**src/rtl/const_mult_seq.sv**
```systemverilog
// const_mult_seq
//   Multiplies each accepted operand by a fixed list of NC coefficients and
//   emits one product beat per coefficient. The first beat appears one cycle
//   after accept. A new operand can be taken on the last beat, so there is no
//   bubble between operands. Products use shift-add, not a multiplier.
//
// Ports
//   clk        clock, rising edge
//   rst        asynchronous reset, active low
//   in_valid   operand offered
//   in_data    unsigned operand, DW bits
//   in_ready   operand taken when in_valid & in_ready at a clock edge
//   out_valid  out_data / out_idx / out_last are valid
//   out_ready  consumer takes the current beat
//   out_data   operand * coefficient, OW = DW+CW bits
//   out_idx    coefficient step of the current beat
//   out_last   high on the final step (NC-1)
//   flush      synchronous abort of the operand in flight
//   busy       high while an operand is being stepped through
module const_mult_seq #(
  parameter int unsigned DW = 8,
  parameter int unsigned NC = 4,
  parameter int unsigned CW = 4,
  parameter logic [NC*CW-1:0] COEFS = {4'd9, 4'd7, 4'd3, 4'd1},
  localparam int unsigned OW = DW + CW,
  localparam int unsigned IW = (NC > 1) ? $clog2(NC) : 1
) (
  input  logic          clk,
  input  logic          rst,
  input  logic          in_valid,
  input  logic [DW-1:0] in_data,
  output logic          in_ready,
  output logic          out_valid,
  input  logic          out_ready,
  output logic [OW-1:0] out_data,
  output logic [IW-1:0] out_idx,
  output logic          out_last,
  input  logic          flush,
  output logic          busy
);

  typedef enum logic {IDLE, RUN} state_t;

  localparam logic [IW-1:0] LAST_IDX = IW'(NC - 1);

  state_t        state, state_n;
  logic [DW-1:0] d_reg, d_n;
  logic [IW-1:0] idx, idx_n;
  logic [OW-1:0] data_n;
  logic          valid_n;

  logic          last_beat;
  logic          accept;
  logic          advance;
  logic [DW-1:0] mul_a;
  logic [IW-1:0] coef_sel;
  logic [CW-1:0] coef;
  logic [OW-1:0] prod;

  assign last_beat = out_valid & (idx == LAST_IDX);
  assign out_last  = last_beat;
  assign out_idx   = idx;
  assign busy      = (state == RUN);

  // The last beat leaving frees the operand register, so a new operand may
  // be taken on that same edge.
  assign in_ready = ~flush & ((state == IDLE) | (out_valid & out_ready & last_beat));
  assign accept   = in_valid & in_ready;
  assign advance  = out_valid & out_ready & ~last_beat;

  // One shared shift-add: either the new operand with the first coefficient,
  // or the held operand with the next coefficient.
  assign mul_a    = accept ? in_data : d_reg;
  assign coef_sel = advance ? idx + 1'b1 : '0;
  assign coef     = COEFS[32'(coef_sel) * CW +: CW];

  always_comb begin
    prod = '0;
    for (int unsigned b = 0; b < CW; b++) begin
      if (coef[b]) prod = prod + (OW'(mul_a) << b);
    end
  end

  always_comb begin
    state_n = state;
    d_n     = d_reg;
    idx_n   = idx;
    data_n  = out_data;
    valid_n = out_valid;
    if (flush) begin
      state_n = IDLE;
      valid_n = 1'b0;
      idx_n   = '0;
    end else if (accept) begin
      state_n = RUN;
      d_n     = in_data;
      idx_n   = '0;
      data_n  = prod;
      valid_n = 1'b1;
    end else begin
      case (state)
        RUN: begin
          if (advance) begin
            idx_n  = idx + 1'b1;
            data_n = prod;
          end else if (out_valid & out_ready) begin
            state_n = IDLE;
            valid_n = 1'b0;
            idx_n   = '0;
          end
        end
        default: ;
      endcase
    end
  end

  always_ff @(posedge clk or negedge rst) begin
    if (!rst) begin
      state     <= IDLE;
      d_reg     <= '0;
      idx       <= '0;
      out_data  <= '0;
      out_valid <= 1'b0;
    end else begin
      state     <= state_n;
      d_reg     <= d_n;
      idx       <= idx_n;
      out_data  <= data_n;
      out_valid <= valid_n;
    end
  end

endmodule

```
**config.mk**
```make
export PLATFORM = sky130hd
export DESIGN_NAME = const_mult_seq
export DESIGN_NICKNAME = d
export VERILOG_FILES = /design/src/rtl/const_mult_seq.sv
export SDC_FILE = /design/constraint.sdc
export NUM_CORES = 1
export LEC_CHECK = 0
export CORE_MARGIN = 3
export CORE_UTILIZATION = 50
export DETAILED_ROUTE_END_ITERATION = 8
export GPL_ROUTABILITY_DRIVEN = 0
export PLACE_DENSITY_LB_ADDON = 0.05
export SLEW_MARGIN = 25
export SYNTH_ARGS = -nofsm -noshare
export SYNTH_HDL_FRONTEND = slang
export SYNTH_SLANG_ARGS = --single-unit
```
**constraint.sdc**
```tcl
create_clock -name clk -period 9.5 [get_ports clk]
set_input_delay 1.425 -clock clk [delete_from_list [all_inputs] [get_ports clk]]
set_output_delay 1.425 -clock clk [all_outputs]
set_load 0.01 [all_outputs]
```
* After elaboration in Yosys (flattened, before gate mapping)
Index checks and enable logic that the tools add are counted.
** Word-level totals
- Bits of input ports :: 13
- Output and inout bits :: 18
- Register bits after elaboration :: 24
** Cells by class
- Add/sub/neg operators :: 4
- Eq/ne operators :: 2
- Bitwise gates (word level) :: 10
- Shift-type cells :: 1
- Reductions and logical operators :: 8
- Multiplexer cells :: 24
** Operators by type and width (count)
- $mux W12 :: 6
- $mux W8 :: 2
- $shiftx A16 B5 Y4 const A :: 1
- $add A12 B10 Y12 :: 1
- $add A12 B11 Y12 :: 1
- $mux W2 :: 6
- $add A8 B9 Y10 :: 1
- $mux W1 :: 10
- $and A1 B1 Y1 :: 6
- $reduce_and A3 Y1 :: 2
- $reduce_bool A3 Y1 :: 2
- $reduce_bool A2 Y1 :: 2
- $reduce_bool A4 Y1 :: 1
- $ne A3 B3 Y1 const B :: 1
- $not A1 Y1 :: 3
- $add A2 B1 Y2 const B :: 1
- $eq A2 B2 Y1 const B :: 1
- $reduce_and A2 Y1 :: 1
- $or A1 B1 Y1 :: 1

* Logic depth before layout (Yosys ltp)
- Depth in word-level cells :: 17
- Gate-level depth with buffers :: 27
- Gate-level depth less buffers :: 24

* Least setup slack after synthesis
No wires, ideal clock.
- Kind :: input -> register
- Start :: input flush
- End :: register out_data[10]
- Arrival time :: 6.636 ns
- Buffers on the path :: 2
- Data required time :: 9.374 ns
- Path slack :: 2.738 ns
- Stages :: 24
- Setup time :: 0.126 ns
- Cells stage by stage :: buf_6 -> nand2b_2 -> a21oi_2 -> clkbuf_1 -> mux2_2 -> xnor2_1 -> ha_1 -> or3_1 -> or3_1 -> a41oi_2 -> xor2_2 -> a21oi_2 -> ha_1 -> nor2b_1 -> a21oi_1 -> o221ai_1 -> o22a_4 -> ha_1 -> a21o_1 -> or3_1 -> o22ai_2 -> o31ai_4 -> mux2i_1 -> a221o_1
** Between the ends
- Cells in the longest elaborated chain, start to end :: 14
** Ends and longest elaborated chain
- start, declared :: RTL line 38 : input logic flush,
- $not A1 Y1 (no line) *
- $and A1 B1 Y1 * :: RTL line 67 : assign in_ready = ~flush & ((state == IDLE) | (out_valid & out_ready & last_beat));
- $and A1 B1 Y1 * :: RTL line 68 : assign accept = in_valid & in_ready;
- $mux W8 *
- net mul_a[2] :: RTL line 55 : logic [DW-1:0] mul_a;
- $mux W8 :: RTL line 80 : if (coef[b]) prod = prod + (OW'(mul_a) << b);
- $add A8 B9 Y10 :: RTL line 80
- $mux W12 :: RTL line 80
- $add A12 B10 Y12 :: RTL line 80
- $mux W12 :: RTL line 80
- $add A12 B11 Y12 :: RTL line 80
- $mux W12 * :: RTL line 80
- $mux W12 :: RTL line 103 : if (advance) begin
- $mux W12 :: RTL line 101 : case (state)
- $mux W12 * :: RTL line 94 : end else if (accept) begin
- end signal, assigned :: RTL line 128 : out_data <= data_n;
- end, declared :: RTL line 35 : output logic [OW-1:0] out_data,
The timed path passes the listed nets; every way through them passes the cells marked *. The select of a mux whose other input is x is not followed.
A chain may end at the register's enable or synchronous reset.

* Worst setup path in the final report
Same ends and word-level chain as after synthesis.

==> metrics <==
final hold vios=0; Worst Path Max Fanout=14; fraction of registers with async set/reset=1.000; Seq cells post-synth=24; CTS resizes=0; Final setup viols=0; Pwr Density=173.5 mW/mm²; status=finished clean; most frequent cells in the layout=clkdlybuf4s50_1, ha_1, nand2_1; RSZ-0062 raised after global routing=false; clock root buffer=clkbuf_8; share of layout cells above drive strength 1=0.1279; critical path class=in -> reg; Max Cap Viol=0; IR drop worst, VDD=~100 µV; Worst Skew=0.002317 ns; DRT Pass-1 Iters=4; Worst-Margin Slew=0.7574 ns; DRC viols=0; Tcrit/Tclk final=0.8036; sequential share of the synthesized area=0.2168; crit path DAT=slightly below 8 ns; met1 usage=0.3025; # IOs=31; Top FF cell, synth=dfrtp_1; initial DRC count=163; Setup TNS=0 ns; Post-synth EDFFs=0; first-pass GRT wire length=~11000 µm; commonest non-fill, non-tap cell in the layout=clkdlybuf4s50_1; CP endpoint kind=flop; vias in the first global route=2345; leakage dissipation=0.001340 µW; Worst R2R Setup Slack=2.86 ns; Post-Syn Area=0.002770 mm²; Die ar.=0.006470 mm²; post-layout min period=roughly 7.6 ns; GR Util met3=0.02578; CTS buffer count=3; Warnings, synthesis=0; Slew headroom=0.4951; layout net count=just under 400; Antenna Nets Post-Route=0; I/O Buffers=30; Tightest Hold Check Type=reg -> reg; Core Area=0.005238 mm²; Clock Path Buffers=2; Die W=~80 µm; Clock Pin Slew Worst Setup and Hold Paths=0.08 ns; DPL Wire Length=5060 µm; WL/cell=15.54 µm; P&R area growth vs syn=13.64%; clk_lat worst skew=0.27 ns; Synthesized Nets=361; final max-slew violation count=0; Placed Cells=411; initial cell density of the core=0.5289; gr ovfl total=0; number of flip-flops in the largest register=12; row cnt=26; H-tree Lvls=1; initial antenna violation count=0; gr busiest metal=met2; CTS sink cnt=24; DR vias=2462; top cells by area, synth=dfrtp_1, ha_1, mux2_2, xnor2_1, a21oi_1; WL final=6432 µm; post-CTS setup repair buffer count=0; Die Span Y=80.44 µm; Yosys top cell by area=dfrtp_1; vias per cell=about 5.9; hold-fix buffers at CTS=0; Avg Cell Area, Syn=8.603 µm²; GRT Util Overall=0.2149; CTS tree=done; Non-Filler Instances=414; Synth cell types=73; Req. time, crit path=9.65 ns; startpoint types=input port; diode count=0; max frequency=131.0 MHz; pin count of the biggest net entering global routing=25; Pwr Total=546.1 µW; global routing usage on met2=0.3493; Synth top area share=0.2168; Gate Count Post-Synth=322
-- report_power, final --
group | switching (µW) | total [µW] | internal [µW]
logic | 188 | 350 | 162
clock network | 33.1 | 61.5 | 28.4
registers | 14.4 | 135 | 120
total | 235 | 546 | 311
-- area by class of cell --
class | count | area (µm²)
tap | 70 | 87.58
sequential | 24 | 600.6
clock buffer | 3 | 41.29
fill | 464 | 2090
multi-input combinational | 265 | 2024
inverter | 19 | 71.32
timing repair buffer | 33 | 322.8
-- Yosys cell counts, drive strengths merged (3+ instances only) --
cell type	n
xnor2	14
a211oi	13
nand3b	3
clkbuf	8
or2	5
a21oi	26
ha	26
o21ai	9
nor2	24
mux2	12
o31ai	7
nand2	25
nor3	7
buf	6
nor2b	3
or4	3
or3	6
xor2	6
nand3	12
mux2i	13
nand2b	4
a21o	7
dfrtp	24
inv	19
-- logic make-up (layout without fill, tap and decap cells) --
family,after synthesis,after routing,share of synthesized area
mux,25,25,0.1003
flops,24,24,0.2168
compound gates,91,91,0.2466
xor+xnor,20,20,0.06595
simple gates,102,102,0.1965
buf+inv,33,55,0.05239
fa+ha+maj,27,27,0.1215
-- path summary, 6_finish.rpt --
kind,cells after the start,startpoint,to
hold reg to reg,2,out_data[7],out_data[7]
setup / recovery,23,flush,out_data[10]
setup reg to reg,23,out_idx[0],out_data[10]
max in group asynchronous,2,rst,out_data[5]
min in group asynchronous,2,rst,d_reg[6]
hold / removal,2,out_data[7],out_data[7]
-- through the flow --
step	util	setup slack, ns	hold WS [ns]	instance area (µm²)
after floorplan	-	2.738	0.4767	2770
after detailed placement	0.5932	1.674	0.4734	3107
after CTS	0.6011	1.934	0.4968	3148
after global placement	0.5932	1.827	0.4676	3107
after global routing	0.6011	1.472	0.5357	3148
final	0.6011	1.865	0.4949	3148
-- layer usage --
metal | up-vias | part of all wire
met5 | - | 0
li1 | 1229 | -
met3 | 4 | 0.050
met2 | 66 | 0.45
met4 | 0 | 0.0079
met1 | 1163 | 0.49
-- critical path, stage by stage --
cell	delay [ns]
clkdlybuf4s50_1	0.56
nand2b_2	0.32
a21oi_2	0.59
mux2_1	0.47
ha_1	0.39
a21o_1	0.21
or3_1	0.29
or3_1	0.32
a41oi_2	0.24
xor2_2	0.23
a21oi_2	0.12
ha_1	0.37
nor2b_1	0.21
nand3b_1	0.13
o221ai_1	0.23
o22a_4	0.20
ha_1	0.25
a21o_1	0.21
or3_1	0.33
o22ai_2	0.19
o31ai_4	0.09
mux2i_1	0.13
a221o_1	0.28
Power figures use the tool's default switching activity.
